===== config.mk =====
export PLATFORM = sky130hd
export DESIGN_NAME = alu_cmd_sequencer
export DESIGN_NICKNAME = d
export VERILOG_FILES = /design/src/rtl/alu_cmd_sequencer_pkg.sv /design/src/rtl/alu_cmd_sequencer_debounce.sv /design/src/rtl/alu_cmd_sequencer.sv
export SDC_FILE = /design/constraint.sdc
export NUM_CORES = 1
export LEC_CHECK = 0
export BUFFER_PORTS_ARGS = -buffer_cell sky130_fd_sc_hd__buf_4
export CAP_MARGIN = 10
export CELL_PAD_IN_SITES_DETAIL_PLACEMENT = 1
export CELL_PAD_IN_SITES_GLOBAL_PLACEMENT = 2
export CORE_MARGIN = 2
export CORE_UTILIZATION = 38
export CTS_BUF_LIST = sky130_fd_sc_hd__clkbuf_4
export DETAILED_ROUTE_END_ITERATION = 6
export GPL_ROUTABILITY_DRIVEN = 1
export PLACE_DENSITY_LB_ADDON = 0.25
export SLEW_MARGIN = 40
export SYNTH_ARGS = -nofsm -noshare
export SYNTH_HDL_FRONTEND = slang
export SYNTH_SLANG_ARGS = --single-unit
export TNS_END_PERCENT = 50

===== constraint.sdc =====
create_clock -name clk -period 2.5 [get_ports clk]
set_input_delay 0.375 -clock clk [delete_from_list [all_inputs] [get_ports clk]]
set_output_delay 0.375 -clock clk [all_outputs]
set_load 0.01 [all_outputs]

===== src/rtl/alu_cmd_sequencer_pkg.sv =====
// Shared encodings for the ALU command path: entry phases and ALU opcodes.
package alu_seq_pkg;

  typedef enum logic [1:0] {
    LOAD_A  = 2'd0,
    LOAD_B  = 2'd1,
    LOAD_OP = 2'd2
  } phase_e;

  localparam logic [2:0] OP_ADD = 3'b000;
  localparam logic [2:0] OP_SUB = 3'b001;
  localparam logic [2:0] OP_AND = 3'b010;
  localparam logic [2:0] OP_OR  = 3'b011;
  localparam logic [2:0] OP_XOR = 3'b100;
  localparam logic [2:0] OP_SHL = 3'b101;
  localparam logic [2:0] OP_SHR = 3'b110;
  localparam logic [2:0] OP_EQ  = 3'b111;

endpackage


===== src/rtl/alu_cmd_sequencer_debounce.sv =====
// Button conditioner: 2-flop synchronizer, stability counter, accepted level
// and a registered one-cycle pulse on each accepted rising level.
module btn_debounce #(
  parameter int unsigned DEBOUNCE_CYCLES = 16,
  parameter int unsigned CNT_W           = $clog2(DEBOUNCE_CYCLES + 1)
) (
  input  logic clk,
  input  logic rst_n,
  input  logic btn,
  output logic press
);

  logic             sync1;
  logic             sync2;
  logic             level;
  logic             level_d;
  logic [CNT_W-1:0] cnt;

  // Synchronize, qualify the level for DEBOUNCE_CYCLES samples, and edge-detect.
  always_ff @(posedge clk) begin
    if (!rst_n) begin
      sync1   <= 1'b0;
      sync2   <= 1'b0;
      level   <= 1'b0;
      level_d <= 1'b0;
      cnt     <= '0;
      press   <= 1'b0;
    end else begin
      sync1   <= btn;
      sync2   <= sync1;
      level_d <= level;
      press   <= level & ~level_d;
      if (sync2 == level) begin
        cnt <= '0;
      end else if (cnt == CNT_W'(DEBOUNCE_CYCLES - 1)) begin
        // This edge is the one on which the count reaches DEBOUNCE_CYCLES.
        level <= sync2;
        cnt   <= '0;
      end else begin
        cnt <= cnt + CNT_W'(1);
      end
    end
  end

endmodule


===== src/rtl/alu_cmd_sequencer.sv =====
// Collects operand A, operand B and opcode from the switches on successive
// NEXT presses and issues them to the ALU atomically with a one-cycle strobe.
module alu_cmd_sequencer
  import alu_seq_pkg::*;
#(
  parameter int unsigned DEBOUNCE_CYCLES = 16,
  parameter int unsigned CNT_W           = $clog2(DEBOUNCE_CYCLES + 1)
) (
  input  logic       clk,
  input  logic       rst_n,
  input  logic [3:0] sw,
  input  logic       btn_next,
  input  logic       btn_clr,
  output logic [3:0] a,
  output logic [3:0] b,
  output logic [2:0] select,
  output logic       issue,
  output logic [1:0] phase,
  output logic [7:0] issue_count
);

  logic   next_press;
  logic   clr_press;
  phase_e phase_q;
  logic [3:0] shadow_a;
  logic [3:0] shadow_b;

  btn_debounce #(
    .DEBOUNCE_CYCLES(DEBOUNCE_CYCLES),
    .CNT_W          (CNT_W)
  ) u_next (
    .clk  (clk),
    .rst_n(rst_n),
    .btn  (btn_next),
    .press(next_press)
  );

  btn_debounce #(
    .DEBOUNCE_CYCLES(DEBOUNCE_CYCLES),
    .CNT_W          (CNT_W)
  ) u_clr (
    .clk  (clk),
    .rst_n(rst_n),
    .btn  (btn_clr),
    .press(clr_press)
  );

  assign phase = phase_q;

  // Entry state machine with shadow operands and registered command outputs.
  always_ff @(posedge clk) begin
    if (!rst_n) begin
      phase_q     <= LOAD_A;
      shadow_a    <= '0;
      shadow_b    <= '0;
      a           <= '0;
      b           <= '0;
      select      <= '0;
      issue       <= 1'b0;
      issue_count <= '0;
    end else begin
      issue <= 1'b0;
      if (clr_press) begin
        // Clear takes priority over a coincident NEXT; issued command is kept.
        shadow_a <= '0;
        shadow_b <= '0;
        phase_q  <= LOAD_A;
      end else begin
        case (phase_q)
          LOAD_A: if (next_press) begin
            shadow_a <= sw;
            phase_q  <= LOAD_B;
          end
          LOAD_B: if (next_press) begin
            shadow_b <= sw;
            phase_q  <= LOAD_OP;
          end
          LOAD_OP: if (next_press) begin
            a           <= shadow_a;
            b           <= shadow_b;
            select      <= sw[2:0];
            issue       <= 1'b1;
            issue_count <= issue_count + 8'd1;
            phase_q     <= LOAD_A;
          end
          default: phase_q <= LOAD_A;
        endcase
      end
    end
  end

endmodule


==> run_results.csv <==
group,metric,value,unit
routing,vias_per_cell,4.705,
power_and_ir_drop,peakVddDrop,255.5,uV
timing,fmax,609.6,MHz
critical_path,critical_path_required,2.78,ns
die,die_w,73.95,um
power_and_ir_drop,swShare,19.72,%
finish,fillers,552,
clock_tree,cts_buffers,5,
synth,syn_avg_cell_area,9.634,um2
power_and_ir_drop,p_sw,0.2571,mW
synth,synth_compound_area_share,6.057,%
critical_path,arrival,1.92,ns
synth,yosysSeqAreaShare,53.84,%
synth,synth_top_area_cell,"dfxtp_1",
die,ios,30,
synth,synth.area.mux_share,6.460,%
die,start_util,39.36,%
die,die-area,5469,um2
clock_tree,clock_path_buffers,2,
timing,min_period_over_period,65.62,%
clock_tree,htree_levels,2,
synth,synth_warnings,0,
power_and_ir_drop,power_frac_clock,36.3,%
routing,ant_nets,0,
die,die_y,73.95,um
job,drv_cap,0,
synth,synth_edf_count,0,
clock_tree,clockRootBuffer,"clkbuf_4",
timing,finalSetupViolCount,0,
synth,synth.area.top_cells,"dfxtp_1 (54%), mux2i_1 (6.5%), nand2_1 (5.5%)",
clock_tree,clkLatencyLatePin,0.36,ns
finish,final_common_cell,"dfxtp_1",
synth,yosys_most_used_dff,"dfxtp_1",
grt,grt_usage,14.64,%
synth,synth_adder_area_share,3.365,%
clock_tree,cts_sinks,50,
timing,worst_pin_slew,0.6991,ns
synth,synth_nets,206,
power_and_ir_drop,totalPowerFinal,1.303,mW
clock_tree,cts_hold_buf,0,
power_and_ir_drop,intPower,1.046,mW
place,numPortBuffers,29,
grt,grt_max_degree,23,
power_and_ir_drop,p_seq_share,61.6,%
finish,final_net_count,233,
timing,slew-limit-headroom,53.34,%
finish,area_growth,17.97,%
routing,wl_met1,1749,um
grt,antenna_found_initial,0,
finish,drive_above_1_share,18.55,%
synth,synth_top_family_by_area,"simple AND/OR/NAND/NOR gates",
place,hpwl,2647,um
critical_path,endpoint_kind,"flip-flop",
routing,route.met3.wl,117,um
synth,netlist_area,1859,um2
timing,hold_viol_final,0,
timing,slew_viol_final,0,
clock_tree,path_clk_slew,0.14,ns
synth,synth-async-reset-ratio,0,%
die,coreArea,4723,um2
routing,drc_errors,0,
routing,vias,1355,
synth,yosys.area_share.simple,22.21,%
synth,synth_top_area_share,53.84,%
outcome,status,"finished clean",
power_and_ir_drop,powerDensity,594.3,nW/um2
critical_path,start_kind,"flip-flop",
clock_tree,cts_setup_buffers,0,
grt,overflow,0,
routing,wl,3602,um
synth,synth_cell_types,29,
timing,fin_crit,1.640,ns
routing,initialDrtViolationCount,23,
critical_path,rrSetupSlack,0.86,ns
critical_path,worstPathMaxFanout,21,
finish,register_area,1001,um2
clock_tree,cts_tree,"built",
finish,mostFrequentLayoutCells,"dfxtp_1 (50), buf_4 (29), nand2_1 (27)",
grt,grt_pass1_wl,6106,um
grt,grt_pass1_vias,1365,
timing,final.setup.tns,0,ns
hold_path,hp-class,"in2reg",
timing,clock_skew,0.01355,ns
finish,multiInputGateArea,778.2,um2
die,fp-row-count,25,
synth,postSynthCellCount,193,
synth,synth_xor_xnor_area_share,3.769,%
critical_path,crit_type,"reg2reg",
finish,n_antenna_cell,0,
place,gp_congestion,0.7348,
routing,wl_per_cell,12.51,um
routing,top_layer,"met4",
routing,first_pass_iters,4,
timing,grt_setup_unrepaired,"false",
power_and_ir_drop,pwr-share-comb,2.1,%
power_and_ir_drop,cellLeakagePower,0.8607,nW
clock_tree,cts_resized,0,
synth,ys_seq_elements,50,
routing,wl_met2,1681,um
## power by group through the flow
stage                     registers (mW)  clock network, mW  logic (mW)
after floorplan                    0.820                  0      0.0146
after global placement             0.820                  0      0.0273
after detailed placement           0.820                  0      0.0278
after CTS                          0.803              0.496      0.0279
after global routing               0.804              0.518      0.0306
final                              0.803              0.473      0.0273
## final cells by class
class	count	share of cell area, %
flip-flops and latches	50	45.64
clock buffers	7	2.396
repair buffers	29	9.926
clock inverters	1	1.369
multi-input cells	126	35.48
well taps	67	3.822
inverters	8	1.369
## sequential cells by signal, indices dropped and copies added, names as in the netlist, 2 cells and up
signal / cells
issue_count: 8
u_clr.cnt: 5
u_next.cnt: 5
a: 4
b: 4
shadow_a: 4
shadow_b: 4
select: 3
phase: 2
## per-layer routing
layer	global-route usage [%]	up-vias
met5	0	-
met4	5.455	0
met3	4.201	7
met2	23.81	22
met1	18.55	637
li1	-	689
## synth_stat cells (2+ instances only)
| master | count |
|---|---|
| and3_1 | 2 |
| dfxtp_1 | 50 |
| clkbuf_1 | 6 |
| xnor2_1 | 6 |
| nor2_1 | 22 |
| and2_1 | 6 |
| inv_1 | 8 |
| nor2b_1 | 2 |
| or4_1 | 3 |
| mux2i_1 | 12 |
| or3_1 | 2 |
| nand3_1 | 4 |
| nand2_1 | 27 |
| nand2b_1 | 3 |
| ha_1 | 5 |
| o31ai_1 | 3 |
| buf_6 | 2 |
| nand4_1 | 2 |
| xor2_1 | 2 |
| a21oi_1 | 17 |
## cells by family after synthesis
kind of cell,count (synthesis)
mux,12
xor+xnor,8
simple gates,80
buf+inv,17
flops,50
fa+ha+maj,5
compound gates,21
## worst max-delay path, stage by stage, from the launching register on
cell and delay (ns):
dfxtp_1 0.51, nand4bb_4 0.33, or4_1 0.58, a21oi_1 0.14
## path summary, 6_finish.rpt
kind,from,end,depth (start not counted)
min,btn_clr,u_clr.sync1$_SDFF_PN0_,2
max reg2reg,phase[1]$_SDFFE_PP0P_,issue_count[5]$_SDFFE_PN0P_,3
max,phase[1]$_SDFFE_PP0P_,issue_count[5]$_SDFFE_PN0P_,3
min reg2reg,u_next.level_d$_SDFF_PN0_,u_next.press$_SDFF_PN0_,1
## metrics by stage
step,setup slack [ns],instances,utilization (%),instance area (um2),hold slack (ns)
finish,0.8596,288,46.44,2193,0.2102
global route,0.7337,288,46.44,2193,0.1837
CTS,0.8266,288,46.44,2193,0.1848
detailed placement,0.8531,280,44.69,2111,0.3861
global placement,0.9342,280,44.69,2111,0.3759
floorplan,1.033,193,-,1859,0.3674
(Power assumes the default switching activity.)
